<file path="src/rtl/config_frame_pkg.sv">
// Shared definitions for the configuration frame writer: FSM encoding,
// error codes, frame defaults and the frame checksum helper.
package config_frame_pkg;

  typedef enum logic [2:0] {
    ST_IDLE     = 3'd0,
    ST_GET_ADDR = 3'd1,
    ST_GET_DH   = 3'd2,
    ST_GET_DL   = 3'd3,
    ST_GET_CHK  = 3'd4,
    ST_WRITE    = 3'd5
  } state_t;

  localparam logic [1:0] ERR_NONE = 2'd0;
  localparam logic [1:0] ERR_CHK  = 2'd1;
  localparam logic [1:0] ERR_ADDR = 2'd2;
  localparam logic [1:0] ERR_TMO  = 2'd3;

  localparam logic [7:0]  DEF_HEADER   = 8'hEB;
  localparam logic [7:0]  DEF_MAX_ADDR = 8'd19;
  localparam int unsigned FRAME_LEN    = 5;

  // Frame checksum: XOR of address and both data bytes.
  function automatic logic [7:0] frame_chk(input logic [7:0] addr,
                                           input logic [7:0] dh,
                                           input logic [7:0] dl);
    return addr ^ dh ^ dl;
  endfunction

endpackage

</file>
<file path="src/rtl/config_frame_writer_sat_counter8.sv">
// 8-bit event counter with synchronous reset that sticks at 8'hFF.
module sat_counter8 (
  input  logic       clk_in,
  input  logic       rst_in,
  input  logic       inc_in,
  output logic [7:0] cnt_out
);

  logic [7:0] cnt_r;

  // Count enabled events, holding once the maximum is reached.
  always_ff @(posedge clk_in) begin
    if (rst_in) begin
      cnt_r <= 8'h00;
    end else if (inc_in && (cnt_r != 8'hFF)) begin
      cnt_r <= cnt_r + 8'h01;
    end else begin
      cnt_r <= cnt_r;
    end
  end

  assign cnt_out = cnt_r;

endmodule

</file>
<file path="src/rtl/config_frame_writer.sv">
// Parses 5-byte write frames (HEADER, ADDR, DATA_H, DATA_L, CHK) from the
// command link and issues one register write strobe per accepted frame.
module config_frame_writer
  import config_frame_pkg::*;
#(
  parameter logic [7:0]  HEADER      = DEF_HEADER,
  parameter logic [7:0]  MAX_ADDR    = DEF_MAX_ADDR,
  parameter int unsigned TIMEOUT_CYC = 1000
) (
  input  logic        clk_in,
  input  logic        rst_in,
  input  logic        byte_valid_in,
  input  logic [7:0]  byte_in,
  output logic        wr_out,
  output logic [7:0]  wr_addr_out,
  output logic [15:0] data_out,
  output logic        busy_out,
  output logic [1:0]  err_code_out,
  output logic [7:0]  frame_ok_cnt_out,
  output logic [7:0]  frame_err_cnt_out
);

  localparam int unsigned TW = $clog2(TIMEOUT_CYC + 1);
  localparam logic [TW-1:0] TMO_LAST = TW'(TIMEOUT_CYC - 1);
  localparam logic [TW-1:0] TMO_ZERO = TW'(0);
  localparam logic [TW-1:0] TMO_ONE  = TW'(1);

  state_t         state_r;
  logic [TW-1:0]  tmo_r;
  logic [7:0]     addr_r;
  logic [7:0]     dh_r;
  logic [7:0]     dl_r;
  logic           wr_r;
  logic [7:0]     wr_addr_r;
  logic [15:0]    data_r;
  logic [1:0]     err_code_r;

  logic           rx_state_s;
  logic           tmo_hit_s;
  logic           chk_bad_s;
  logic           addr_bad_s;
  logic           err_inc_s;
  logic           ok_inc_s;

  // Decode receive phase, timeout expiry and frame validity for this cycle.
  always_comb begin
    rx_state_s = (state_r == ST_GET_ADDR) || (state_r == ST_GET_DH) ||
                 (state_r == ST_GET_DL)   || (state_r == ST_GET_CHK);
    tmo_hit_s  = (tmo_r == TMO_LAST);
    chk_bad_s  = (byte_in != frame_chk(addr_r, dh_r, dl_r));
    addr_bad_s = (addr_r > MAX_ADDR);
    ok_inc_s   = (state_r == ST_WRITE);
    if (rx_state_s && !byte_valid_in && tmo_hit_s) begin
      err_inc_s = 1'b1;
    end else if ((state_r == ST_GET_CHK) && byte_valid_in && (chk_bad_s || addr_bad_s)) begin
      err_inc_s = 1'b1;
    end else begin
      err_inc_s = 1'b0;
    end
  end

  // Frame FSM with shadow registers, inter-byte timeout and registered outputs.
  always_ff @(posedge clk_in) begin
    if (rst_in) begin
      state_r    <= ST_IDLE;
      tmo_r      <= TMO_ZERO;
      addr_r     <= 8'h00;
      dh_r       <= 8'h00;
      dl_r       <= 8'h00;
      wr_r       <= 1'b0;
      wr_addr_r  <= 8'h00;
      data_r     <= 16'h0000;
      err_code_r <= ERR_NONE;
    end else begin
      wr_r <= 1'b0;
      if (rx_state_s && !byte_valid_in) begin
        // No byte inside a frame: either age the timeout or abandon the frame.
        if (tmo_hit_s) begin
          state_r    <= ST_IDLE;
          tmo_r      <= TMO_ZERO;
          err_code_r <= ERR_TMO;
        end else begin
          tmo_r <= tmo_r + TMO_ONE;
        end
      end else begin
        tmo_r <= TMO_ZERO;
        case (state_r)
          ST_IDLE, ST_WRITE: begin
            if (byte_valid_in && (byte_in == HEADER)) begin
              state_r <= ST_GET_ADDR;
            end else begin
              state_r <= ST_IDLE;
            end
          end
          ST_GET_ADDR: begin
            addr_r  <= byte_in;
            state_r <= ST_GET_DH;
          end
          ST_GET_DH: begin
            dh_r    <= byte_in;
            state_r <= ST_GET_DL;
          end
          ST_GET_DL: begin
            dl_r    <= byte_in;
            state_r <= ST_GET_CHK;
          end
          ST_GET_CHK: begin
            if (chk_bad_s) begin
              state_r    <= ST_IDLE;
              err_code_r <= ERR_CHK;
            end else if (addr_bad_s) begin
              state_r    <= ST_IDLE;
              err_code_r <= ERR_ADDR;
            end else begin
              state_r   <= ST_WRITE;
              wr_r      <= 1'b1;
              wr_addr_r <= addr_r;
              data_r    <= {dh_r, dl_r};
            end
          end
          default: begin
            state_r <= ST_IDLE;
          end
        endcase
      end
    end
  end

  sat_counter8 u_ok_cnt (
    .clk_in  (clk_in),
    .rst_in  (rst_in),
    .inc_in  (ok_inc_s),
    .cnt_out (frame_ok_cnt_out)
  );

  sat_counter8 u_err_cnt (
    .clk_in  (clk_in),
    .rst_in  (rst_in),
    .inc_in  (err_inc_s),
    .cnt_out (frame_err_cnt_out)
  );

  assign wr_out       = wr_r;
  assign wr_addr_out  = wr_addr_r;
  assign data_out     = data_r;
  assign err_code_out = err_code_r;
  assign busy_out     = (state_r != ST_IDLE);

endmodule

</file>
<file path="config.mk">
export PLATFORM = sky130hd
export DESIGN_NAME = config_frame_writer
export DESIGN_NICKNAME = d
export VERILOG_FILES = /design/src/rtl/config_frame_pkg.sv /design/src/rtl/config_frame_writer_sat_counter8.sv /design/src/rtl/config_frame_writer.sv
export SDC_FILE = /design/constraint.sdc
export NUM_CORES = 1
export LEC_CHECK = 0
export CELL_PAD_IN_SITES_DETAIL_PLACEMENT = 1
export CELL_PAD_IN_SITES_GLOBAL_PLACEMENT = 1
export CORE_ASPECT_RATIO = 0.8
export CORE_UTILIZATION = 43
export CTS_BUF_LIST = sky130_fd_sc_hd__clkbuf_8 sky130_fd_sc_hd__clkbuf_16
export DETAILED_ROUTE_END_ITERATION = 10
export PLACE_DENSITY = 0.89
export SLEW_MARGIN = 20
export SYNTH_ARGS = -nofsm -noshare
export SYNTH_HDL_FRONTEND = slang
export SYNTH_SLANG_ARGS = --single-unit
</file>
<file path="constraint.sdc">
create_clock -name clk_in -period 5.6 [get_ports clk_in]
set_input_delay 1.12 -clock clk_in [delete_from_list [all_inputs] [get_ports clk_in]]
set_output_delay 1.12 -clock clk_in [all_outputs]
set_load 0.02 [all_outputs]
</file>
==> results of run 1 <==
## metal layers
metal | share of wire | wire, microns | vias up | GRT usage
li1 | - | - | 1440 | -
met1 | 0.50 | 4370 | 1359 | 0.296
met2 | 0.45 | 3950 | 62 | 0.360
met3 | 0.036 | 318 | 9 | 0.0488
met4 | 0.0099 | 86 | 0 | 0.0714
met5 | 0 | 0 | - | 0
## per-stage QoR
| stage | worst slack (ns) | util | hold WS (ns) | power [mW] |
|---|---|---|---|---|
| detailed placement | 2.15 | 0.536 | 0.447 | 0.612 |
| finish | 2.51 | 0.566 | 0.463 | 1.08 |
| global placement | 2.26 | 0.536 | 0.441 | 0.612 |
| CTS | 2.53 | 0.566 | 0.473 | 1.09 |
| floorplan | 2.92 | - | 0.430 | 0.598 |
| global route | 2.35 | 0.566 | 0.506 | 1.12 |
## worst reg2reg max path: stages, from the launching register on
cell and delay, ns:
sky130_fd_sc_hd__dfxtp_1 0.40, sky130_fd_sc_hd__nor4bb_1 0.29, sky130_fd_sc_hd__nand4_1 0.17, sky130_fd_sc_hd__o21ai_1 0.57, sky130_fd_sc_hd__nand2_1 0.17, sky130_fd_sc_hd__a211oi_1 0.26
sky130_fd_sc_hd__mux2_1 0.36
## registers in the layout, indices dropped and copies added (netlist names), 3 cells and up
register,count
dl_r,8
addr_r,8
data_out,16
u_ok_cnt.cnt_out,8
wr_addr_out,8
tmo_r,10
state_r,3
dh_r,8
u_err_cnt.cnt_out,8
## cell usage after synthesis
library cell / number / area share
sky130_fd_sc_hd__nor2b_1: 9 / 0.016
sky130_fd_sc_hd__nand3_1: 18 / 0.026
sky130_fd_sc_hd__a31oi_1: 1 / 0.0018
sky130_fd_sc_hd__ha_1: 3 / 0.011
sky130_fd_sc_hd__clkbuf_1: 16 / 0.017
sky130_fd_sc_hd__nor3_1: 5 / 0.0072
sky130_fd_sc_hd__nor4_1: 1 / 0.0018
sky130_fd_sc_hd__nand4b_1: 1 / 0.0025
sky130_fd_sc_hd__or3_1: 4 / 0.0072
sky130_fd_sc_hd__nand2_1: 62 / 0.067
sky130_fd_sc_hd__o2111a_1: 1 / 0.0032
sky130_fd_sc_hd__nor4_4: 1 / 0.0061
sky130_fd_sc_hd__a211oi_1: 2 / 0.0043
sky130_fd_sc_hd__and2_1: 4 / 0.0072
sky130_fd_sc_hd__xnor2_1: 24 / 0.061
sky130_fd_sc_hd__a211o_1: 2 / 0.0050
sky130_fd_sc_hd__nor4bb_1: 1 / 0.0029
sky130_fd_sc_hd__a21oi_1: 34 / 0.049
sky130_fd_sc_hd__mux2_2: 6 / 0.019
sky130_fd_sc_hd__o21ai_0: 5 / 0.0072
sky130_fd_sc_hd__nand4bb_1: 1 / 0.0032
sky130_fd_sc_hd__xor2_1: 13 / 0.033
sky130_fd_sc_hd__inv_1: 3 / 0.0032
sky130_fd_sc_hd__and3_1: 7 / 0.013
sky130_fd_sc_hd__nand2b_1: 3 / 0.0054
sky130_fd_sc_hd__mux2i_1: 24 / 0.069
sky130_fd_sc_hd__or2_2: 2 / 0.0036
sky130_fd_sc_hd__mux2_1: 1 / 0.0032
sky130_fd_sc_hd__nor2_1: 54 / 0.058
sky130_fd_sc_hd__nand4_1: 7 / 0.013
sky130_fd_sc_hd__nor3_2: 1 / 0.0029
sky130_fd_sc_hd__buf_6: 2 / 0.0065
sky130_fd_sc_hd__dfxtp_1: 80 / 0.46
sky130_fd_sc_hd__o21ai_1: 1 / 0.0014
## logic make-up (layout without fill, tap and decap cells)
logic type | after synthesis | count (layout)
and+or+nand+nor | 181 | 181
DFF | 80 | 80
AOI/OAI and AO/OA | 46 | 46
xor gates and xnor gates | 37 | 37
muxes | 31 | 31
buffers and inverters | 21 | 75
adders and majority gates | 3 | 3
## layout make-up
cell class | count | area share
flip-flops and latches | 80 | 0.372
clock inverters | 4 | 0.0177
multi-input cells | 298 | 0.412
well taps | 105 | 0.0305
repair buffers | 57 | 0.130
inverters | 3 | 0.00262
clock buffers | 11 | 0.0352
## report_power, final
group          switching (mW)  total [mW]  internal [mW]
clock                   0.206       0.480          0.275
sequential           0.000177       0.569          0.568
combinational          0.0185      0.0305         0.0120
## worst max-delay path by stage
stage	start	end	slack, ns
detailed placement	byte_in[1]	u_err_cnt.cnt_out[3]	2.15
global route	byte_valid_in	u_err_cnt.cnt_out[0]	2.35
finish	byte_in[1]	u_err_cnt.cnt_out[3]	2.51
CTS	byte_in[1]	u_err_cnt.cnt_out[3]	2.53
global placement	byte_in[1]	u_err_cnt.cnt_out[3]	2.26
floorplan	byte_in[3]	data_out[10]	2.92
==> out/results.txt, run 1 <==
The run finished with clean final reports. Buffers inserted to repair hold after CTS numbered 0. The run gives 0 as the initial antenna violation count.

The total global-route track usage was 0.223; the post-CTS clock slew at the launch and capture registers of the worst setup and hold paths was 0.08 ns. Main combinational cell family by area after synthesis: simple AND/OR/NAND/NOR gates. Setup violations remaining at the end of the flow were counted as 0.

The die is 82.3 microns tall. STA puts the critical path data required time at 5.84 ns. In the layout the commonest cells are sky130_fd_sc_hd__dfxtp_1, sky130_fd_sc_hd__nand2_1, sky130_fd_sc_hd__nor2_1. The maximum number of buffers from clock root to sink came out at 2.

Cell chosen for the clock root: sky130_fd_sc_hd__clkbuf_8. For the final routed database, the setup TNS stands at 0 ns. After synthesis the netlist holds a flip-flop and latch count of 80.

The number of cells on the worst reg-to-reg path is 6. At the pin with the least slew margin, the transition time is 0.881 ns. 55 I/O pins were placed. The total area inside the core boundary comes to 7600 sq um.

The logs give 324 MHz for the highest clock frequency the design can meet and 3.27 ns for the worst-case register-to-register setup slack. On the critical path the largest part of the delay comes from simple AND/OR/NAND/NOR gates. The effective utilization at floorplan is 0.456. Dividing the detail-routed via count by the number of cells gives 5.14.

The floorplan step set the die width to 102 microns. For this run the aggregate overflow at the end of global routing stands at 0. The xor and xnor fraction of the mapped netlist area works out to 0.0934.

The logs give 8730 microns for the final wirelength and 4080 sq um for the placed standard-cell area. The logs give 1600 sq um for the total area of sequential cells and 34 for the distinct cell type count of the synthesized netlist. The element type at the critical path end is a register. Category of the most critical setup path: input pin to register. Entering global routing, the biggest net connects 45 pins. The first global-routing pass estimated 14,200 microns of wire. Before antenna repair, the detailed router went through 4 iterations. For the finished layout, the period the worst path requires is 3.09 ns. The count of placed standard cells including taps was 543; the simple logic cell fraction of the synthesized area was 0.243. In this run the post-CTS setup repair buffer count came out at 0. The final net count came out at 463. For this design the static power due to leakage is 1.46 nW.

For this run, design rule violations remaining after detail routing come to 0. The largest fanout of any net on the critical path was 7. The worst register-to-register path begins at tmo_r[2]. In this run the worst hold path is classified as register to register.

The buffering stage count on the worst path with inverters included is 1. For the max-slew violation total from the final report, the log shows 0. Input and output buffers added on the ports amount to 54. The worst hold path endpoint was wr_addr_out[5].

Routability-driven placement finished with a final weighted congestion of 0.910. In this run the remaining antenna-violating nets after routing total 0. Hold path startpoint: wr_addr_out[5]. Counting every instance in the synthesized netlist gives 399.

Leaving out fill and tap cells, the most frequent cell in the layout is sky130_fd_sc_hd__dfxtp_1. The post-route clock period utilization works out to 0.552. The logs give 160 uV for the maximum ir drop on the vdd rail and 0.408 for the relative max-transition margin.

Via count of the first global-routing pass: 2,894. The run gives 28 as the number of placement rows. In this run, CTS created clock tree buffers numbering 9.

Once layout is complete, the cells apart from fillers number 558. Cell at the slowest stage of the critical path: sky130_fd_sc_hd__clkdlybuf4s50_1. Data on the critical path arrives at its endpoint at 3.33 ns.

The run gives 80 as the number of sinks driven by the clock tree. Once the clock tree was built, the resizer swapped 0 gates to a different size. Via count: 2,870. The startpoint class of the critical path is an input pin. The logs give 0.462 for the fraction of the yosys area taken by sequential cells and 1770 sq um for the area taken by multi-input logic gates. The area of the mapped netlist was 3470 sq um; the wire length per cell after detailed routing was 15.6 microns. The area share of fa/ha/maj cells after synthesis works out to 0.0108. The endpoint identified for the worst register-to-register timing path is u_err_cnt.cnt_out[3]. The fraction of synthesized area in multiplexers was 0.0920; the number of H-tree levels was 3.

Setup repair after global routing left no endpoint under its margin. Layout filler cell count: 898. Yosys printed 0 warnings. Detailed placement finished with a half-perimeter wire length of 6330 microns. Maximum single-stage delay on the critical path: 0.60 ns.

The detailed router finished its first iteration with 95 violations. The compound-cell area share of the yosys netlist came out at 0.0721. The fraction of layout cells with a size suffix above 1 was 0.0640; the full die area was 8430 sq um. The total power per unit cell area is 251 nW/um^2, and the reported max-cap violation count is 0. The tools report the number of diodes as 0.

TritonCTS built the clock tree. The layout overhead on the synthesized area is 24.1%. Counting buffers and inverters, the worst setup path is 7 cells deep.

Average cell area after synthesis: 8.70 sq um. The number of instances on the worst hold path works out to 1. The signal on the critical path passes through clkdlybuf4s50_1 -> xor2_1 -> xnor2_1 -> nand4_1 -> nor3_2 -> a211oi_1 -> mux2_1. The net count after synthesis came out at 413. The later pin in the worst-skew pair is clocked with a latency of 0.35 ns. The number of failing hold endpoints at the final stage came out at 0.

The maximum clock skew at final layout was 0.0111 ns. After routing the design area is 4300 sq um.
No activity file was read; power rests on OpenSTA's default activity.
==> inputs of run 2 (changes only) <==
CORE_UTILIZATION = 40   (was 43)
PLACE_DENSITY = 0.84   (was 0.89)
clock period = 3.1 ns   (was 5.6 ns; I/O delays follow)
==> out/results.txt, run 2 (same netlist as run 1, synthesis figures left out) <==
The hold path startpoint was wr_addr_out[5]. The maximum ir drop on the vdd rail was 282 uV (+76%); the count of placed standard cells including taps was 555 (+2.2%). The number of diodes came out at 0 (unchanged). Setup repair after global routing left no endpoint under its margin. The height of the chip is 85.3 microns (+3.6%), and the initial DRC count is 81 (-15%). For the floorplan core area, the log shows 8160 sq um (+7.4%).

The total half-perimeter wirelength after legalization and detailed placement is 6790 microns (+7.3%), and the relative contribution of the clock network to total power is 0.407 (-0.038). The tools report the relative max-transition margin as 0.513 (+0.105). The max-slew violation total from the final report was 0 (unchanged); the transition time at the pin with the least slew margin was 0.729 ns (-0.152 ns).

The cell depth of the worst flop-to-flop path is 6 (unchanged). The startpoint identified for the worst register-to-register timing path is tmo_r[2]. Leaving out fill and tap cells, the most frequent cell in the layout is sky130_fd_sc_hd__dfxtp_1.

The logs give 0 (unchanged) for the number of failing hold endpoints at the final stage and 1.49 nW (+1.9%) for the leakage dissipation. Finished layout cell area: 4340 sq um (+0.73%). The logs give 9 (unchanged) for the CTS buffer count and 0 (unchanged) for the post-CTS repair timing setup buffer count. The via count was 3,010 (+4.9%).

Layout overhead on the synthesized area: 25.0%. The number of instances on the worst hold path is 1 (unchanged), and the remaining routing DRC violations is 0 (unchanged). The clock latency of the later-clocked register in the worst-skew pair was 0.35 ns (about the same); the routing usage on met2 was 0.376 (+0.0160).

In this run the critical register-to-register path is captured at u_err_cnt.cnt_out[0]. The tools report the met1 layer usage reported by global route as 0.266 (-0.0303). The flow ran to the end, and the final reports show no timing, DRC or antenna violations. The reported max-cap violation count was 0 (unchanged); the count of input and output buffers was 54 (unchanged). Die span in x: 106 microns (+3.6%). Based on the critical path, the design can be clocked at up to 380 MHz.

The total setup violations reported at the end of the flow is 0 (unchanged). The worst setup path is launched from an input pin. The tools report the number of placed I/O pins as 55 (unchanged). The number of routed nets with antenna violations was 0 (unchanged). For hold timing, the worst endpoint is wr_addr_out[5]. The total congestion overflow after global routing is 0 (unchanged).

Post-CTS clock slew at the launch and capture registers of the worst setup and hold paths: 0.08 ns (about the same). The total power per unit cell area was 424 nW/um^2 (+69%). The run gives 0.531 (-0.0351) as the utilization after layout. The tools report the maximum clock skew at final layout as 0.00964 ns (-0.00142 ns).

Number of standard cells in the layout, taps in and fillers out: 571 (+2.3%). The category of the most critical setup path was input pin to register. The reported net switching power is 422 uW (+88%), and the total global-route track usage is 0.219 (-0.00403).

Largest fanout of any net on the critical path: 7 (unchanged). The initial antenna violation count came out at 0 (unchanged). The count of instances resized after the clock tree is built is 0 (unchanged).

The via count of the first global-routing pass is 3,105 (+7.3%), and the worst hold slack across all endpoints is 0.471 ns (+0.00792 ns). The wire length per cell after detailed routing was 16.2 microns (+3.5%). The post-route minimum period was 2.63 ns; the maximum number of pins on one net before global-route repair was 33 (-27%). The tools report the portion of total power attributed to sequential cells as 0.558 (+0.031). The tools report the final wirelength as 9240 microns (+5.9%).

The met3 track utilization from global routing is 0.0515 (+0.00264), and the length of the first detailed-routing pass in iterations is 4 (unchanged). TritonCTS built the clock tree. The final net count was 472 (+1.9%); the sum of negative setup slack was 0 ns (unchanged). The post-route clock period utilization came out at 0.849.

Most used routing layer in global routing: met2. The data arrival time of the critical path came out at 2.88 ns (-0.45 ns). The number of hold-repair buffers added at the cts stage came out at 0 (unchanged). Cell chosen for the clock root: sky130_fd_sc_hd__clkbuf_8.

The number of flip-flops under the largest register name is 16 (unchanged), and the number of placement rows is 29 (+3.6%). The tools report the final RePlAce weighted congestion as 0.846 (-7.1%). The placed standard-cell area is 4150 sq um (+1.7%), and the fraction of layout cells with a size suffix above 1 is 0.0821 (+0.0181).

The worst setup path is captured at a register. Internal power consumption: 1.42 mW (+66%). The effective utilization at floorplan is 0.425 (-0.0314), and the number of H-tree levels is 3 (unchanged). The number of sinks driven by the clock tree was 80 (unchanged); the mean number of vias per cell was 5.27 (+2.5%).

The worst-case register-to-register setup slack was 0.74 ns (-2.53 ns); the wire length of the first global-routing pass was 15,400 microns (+8.4%). Proportion of power drawn by combinational gates: 0.035 (+0.007). The top cell types in the final layout, fill and taps aside, are sky130_fd_sc_hd__dfxtp_1, sky130_fd_sc_hd__nand2_1, sky130_fd_sc_hd__nor2_1. Critical path required time: 3.35 ns (-2.49 ns).

The run gives 2 (unchanged) as the maximum number of buffers from clock root to sink. The full die area was 9050 sq um (+7.3%); the switching fraction of total power was 0.229 (+0.0217). The class of the most critical hold timing path was register to register. In this run the worst setup path begins at byte_in[1].
-- run 2: cell count changes in the layout (fill, tap and decap cells not counted) --
cell | previous run | this run
sky130_fd_sc_hd__buf_4 | 3 | 12
sky130_fd_sc_hd__clkinv_2 | 0 | 3
sky130_fd_sc_hd__clkbuf_8 | 11 | 9
sky130_fd_sc_hd__bufinv_16 | 2 | 1
sky130_fd_sc_hd__clkinvlp_4 | 1 | 2
sky130_fd_sc_hd__inv_1 | 3 | 4
sky130_fd_sc_hd__inv_6 | 1 | 0
-- run 2: worst max-delay path by stage --
stage               slack (ns)                   end
floorplan                 0.92          data_out[11]
global placement          0.20  u_err_cnt.cnt_out[3]
detailed placement        0.11  u_err_cnt.cnt_out[0]
CTS                       0.49  u_err_cnt.cnt_out[0]
global route              0.38  u_err_cnt.cnt_out[0]
finish                    0.47  u_err_cnt.cnt_out[0]
-- run 2: power groups by stage --
stage,combinational [mW],sequential (mW),clock (mW)
6_report,0.0644,1.03,0.749
4_1_cts,0.0645,1.03,0.774
5_1_grt,0.0696,1.03,0.807
3_5_place_dp,0.0640,1.05,0
3_3_place_gp,0.0612,1.05,0
2_1_floorplan,0.0301,1.05,0
-- run 2: worst max-delay path: stages --
cell and delay [ns]:
sky130_fd_sc_hd__clkdlybuf4s50_1 0.62, sky130_fd_sc_hd__xor2_1 0.22, sky130_fd_sc_hd__xnor2_1 0.15, sky130_fd_sc_hd__nand4_1 0.22
sky130_fd_sc_hd__nor3_2 0.54, sky130_fd_sc_hd__a21oi_1 0.20, sky130_fd_sc_hd__mux2_2 0.31
-- run 2: final cells by class --
type,count,area (sq um)
tap,108,135
timing repair buffer,66,626
fill,964,3830
clock buffer,9,124
inverter,3,11.3
clock inverter,7,63.8
sequential,80,1600
multi-input combinational,298,1770
-- run 2: per-stage QoR --
step | setup slack [ns] | total power, mW
final | 0.469 | 1.84
after global routing | 0.383 | 1.90
after CTS | 0.490 | 1.87
after detailed placement | 0.110 | 1.12
after global placement | 0.203 | 1.11
after floorplan | 0.923 | 1.08
-- run 2: per-layer routing --
metal	routed length (microns)	share of wire	up-vias
li1	-	-	1460
met1	4240	0.46	1459
met2	4430	0.48	74
met3	402	0.044	17
met4	174	0.019	0
met5	0	0	-
==> inputs of run 3 (changes only) <==
clock period = 2.6 ns   (was 3.1 ns; I/O delays follow)
==> out/results.txt, run 3 (same netlist as run 1, synthesis figures left out) <==
The flow ran to the end, and the final reports show no timing, DRC or antenna violations. The total global-route track usage was 0.224 (+0.00567); the via count of the first global-routing pass was 3,088 (-0.55%). The number of placed I/O pins is 55 (unchanged), and the layout filler cell count is 954 (-1.0%). Setup repair after global routing left no endpoint under its margin.

Largest fanout of any net on the critical path: 10 (+3). The effective utilization at floorplan was 0.425 (unchanged); the CTS buffer count was 9 (unchanged). The run gives 0.537 (+0.00628) as the utilization after layout. Maximum number of buffers from clock root to sink: 2 (unchanged). The die span in x was 106 microns (unchanged). The cell at the slowest stage of the critical path is sky130_fd_sc_hd__clkdlybuf4s50_1. For the reported max-cap violation count, the log shows 0 (unchanged). TritonCTS built the clock tree.

The top cell types in the final layout, fill and taps aside, are sky130_fd_sc_hd__dfxtp_1, sky130_fd_sc_hd__nand2_1, sky130_fd_sc_hd__nor2_1. The tools report the full die area as 9050 sq um (unchanged). The number of placement rows was 29 (unchanged). The relative max-transition margin is 0.624 (+0.111). The post-route clock period utilization is 0.943. Critical path required time: 2.83 ns (-0.52 ns). For the total area of sequential cells, the log shows 1600 sq um (unchanged). The signal on the critical path passes through clkdlybuf4s50_1 -> xnor2_1 -> xnor2_1 -> nand4_1 -> nor4_4 -> buf_4 -> mux2i_1 -> nor2_1. The tools report the maximum clock skew at final layout as 0.00677 ns (-0.00287 ns). The data arrival time of the critical path came out at 2.69 ns (-0.19 ns).

Number of failing hold endpoints at the final stage: 0 (unchanged). The total half-perimeter wirelength after legalization and detailed placement is 6880 microns (+1.3%), and the total congestion overflow after global routing is 0 (unchanged). Dominant cell type by count on the critical path: sky130_fd_sc_hd__xnor2_1.

The initial DRC count was 102 (+26%); the maximum single-stage delay on the critical path was 0.46 ns (-0.16 ns). Mean number of vias per cell: 5.24 (-0.51%). The startpoint class of the critical path is an input pin. The height of the chip came out at 85.3 microns (unchanged).

The run gives 479 (+1.5%) as the final net count. Buffering stage count on the worst path with inverters included: 2 (+1). The number of routed nets with antenna violations was 0 (unchanged). The run gives 4 (unchanged) as the length of the first detailed-routing pass in iterations. The tools report the floorplan core area as 8160 sq um (unchanged). For the worst slack at placement, the log shows -0.172 ns (-0.283 ns). The total power per unit cell area was 502 nW/um^2 (+18%). The most common library cell in the layout ignoring fill and taps is sky130_fd_sc_hd__dfxtp_1. The number of flip-flops under the largest register name works out to 16 (unchanged). The run gives 246 uV (-13%) as the maximum ir drop on the vdd rail. The tree is rooted in a sky130_fd_sc_hd__clkbuf_8.

Timing would allow up to 408 MHz. The initial antenna violation count is 0 (unchanged), and the total setup violations reported at the end of the flow is 0 (unchanged). The logs give 2.20 mW (+20%) for the power consumption and 0.148 ns (-0.322 ns) for the slack of the critical path. Count of placed standard cells including taps: 562 (+1.3%). The final RePlAce weighted congestion was 0.817 (-3.4%). The logs give 15,600 microns (+1.0%) for the wire length of the first global-routing pass and 1770 sq um (unchanged) for the area taken by multi-input logic gates. For the maximum number of pins on one net before global-route repair, the log shows 32 (-3.0%).

The post-CTS repair timing setup buffer count is 0 (unchanged), and the clock latency of the later-clocked register in the worst-skew pair is 0.35 ns (about the same). Element type at the critical path end: a register. The post-route minimum period came out at 2.45 ns. The via count is 3,026 (+0.53%). For the number of sinks driven by the clock tree, the log shows 80 (unchanged).

By startpoint and endpoint, the worst setup path is classified as input pin to register. Remaining routing DRC violations: 0 (unchanged). The tightest min-delay check is of the register to register type. The count of input and output buffers was 54 (unchanged); the leakage dissipation was 1.53 nW (+2.9%). The number of hold-repair buffers added at the cts stage came out at 0 (unchanged). The fraction of layout cells with a size suffix above 1 works out to 0.0938 (+0.0117). In this design, the largest share of critical-path delay is due to buffers and inverters.

The layout overhead on the synthesized area was 26.4%. The final wirelength was 9490 microns (+2.7%); the count of instances resized after the clock tree is built was 0 (unchanged). The number of H-tree levels was 3 (unchanged); the transition time at the pin with the least slew margin was 0.564 ns (-0.165 ns).

The number of diodes was 0 (unchanged). The post-CTS clock slew at the launch and capture registers of the worst setup and hold paths was 0.08 ns (about the same); the wire length per cell after detailed routing was 16.4 microns (+1.6%). Max-slew violation total from the final report: 0 (unchanged).

The number of standard cells in the layout, taps in and fillers out came out at 577 (+1.1%).
run 3: worst paths after layout:
| kind | startpoint | endpoint | slack, ns | cells after the start |
|---|---|---|---|---|
| worst max-delay path | byte_in[4] | data_out[2] | 0.15 | 8 |
| worst min-delay path | wr_addr_out[7] | wr_addr_out[7] | 0.47 | 1 |
| worst max register to register | dh_r[1] | data_out[2] | 0.43 | 7 |
| worst min register to register | wr_addr_out[7] | wr_addr_out[7] | 0.47 | 1 |
run 3: worst register-to-register path, cell delays in order (launching register included):
cell and delay, ns:
sky130_fd_sc_hd__dfxtp_1 0.39, sky130_fd_sc_hd__xor2_1 0.27, sky130_fd_sc_hd__xnor2_1 0.17, sky130_fd_sc_hd__nand4_1 0.24
sky130_fd_sc_hd__nor4_4 0.39, sky130_fd_sc_hd__buf_4 0.28, sky130_fd_sc_hd__mux2i_1 0.26, sky130_fd_sc_hd__nor2_1 0.06
run 3: per-layer routing:
layer / wire, microns / share of wire / vias to the layer above / global-route usage
met4: 102 / 0.011 / 0 / 0.0732
li1: - / - / 1466 / -
met2: 4590 / 0.48 / 68 / 0.382
met1: 4310 / 0.45 / 1480 / 0.279
met5: 0 / 0 / - / 0
met3: 488 / 0.051 / 12 / 0.0538
run 3: final cells by class:
type,count,share of cell area
inverter,3,0.00257
clock inverter,5,0.0111
multi-input combinational,298,0.404
clock buffer,10,0.0314
tap,108,0.0308
timing repair buffer,73,0.155
sequential,80,0.365
run 3: per-stage QoR:
stage	hold WS [ns]	cell area [sq um]	setup TNS (ns)
floorplan	0.430	3470	0
global placement	0.441	4200	0
detailed placement	0.445	4200	-2.80
CTS	0.469	4390	0
global route	0.484	4390	0
finish	0.466	4390	0
run 3: power by group:
part	switching [mW]	total, mW	internal [mW]
Sequential	0.000388	1.22	1.22
Clock	0.438	0.895	0.457
Combinational	0.0487	0.0842	0.0355
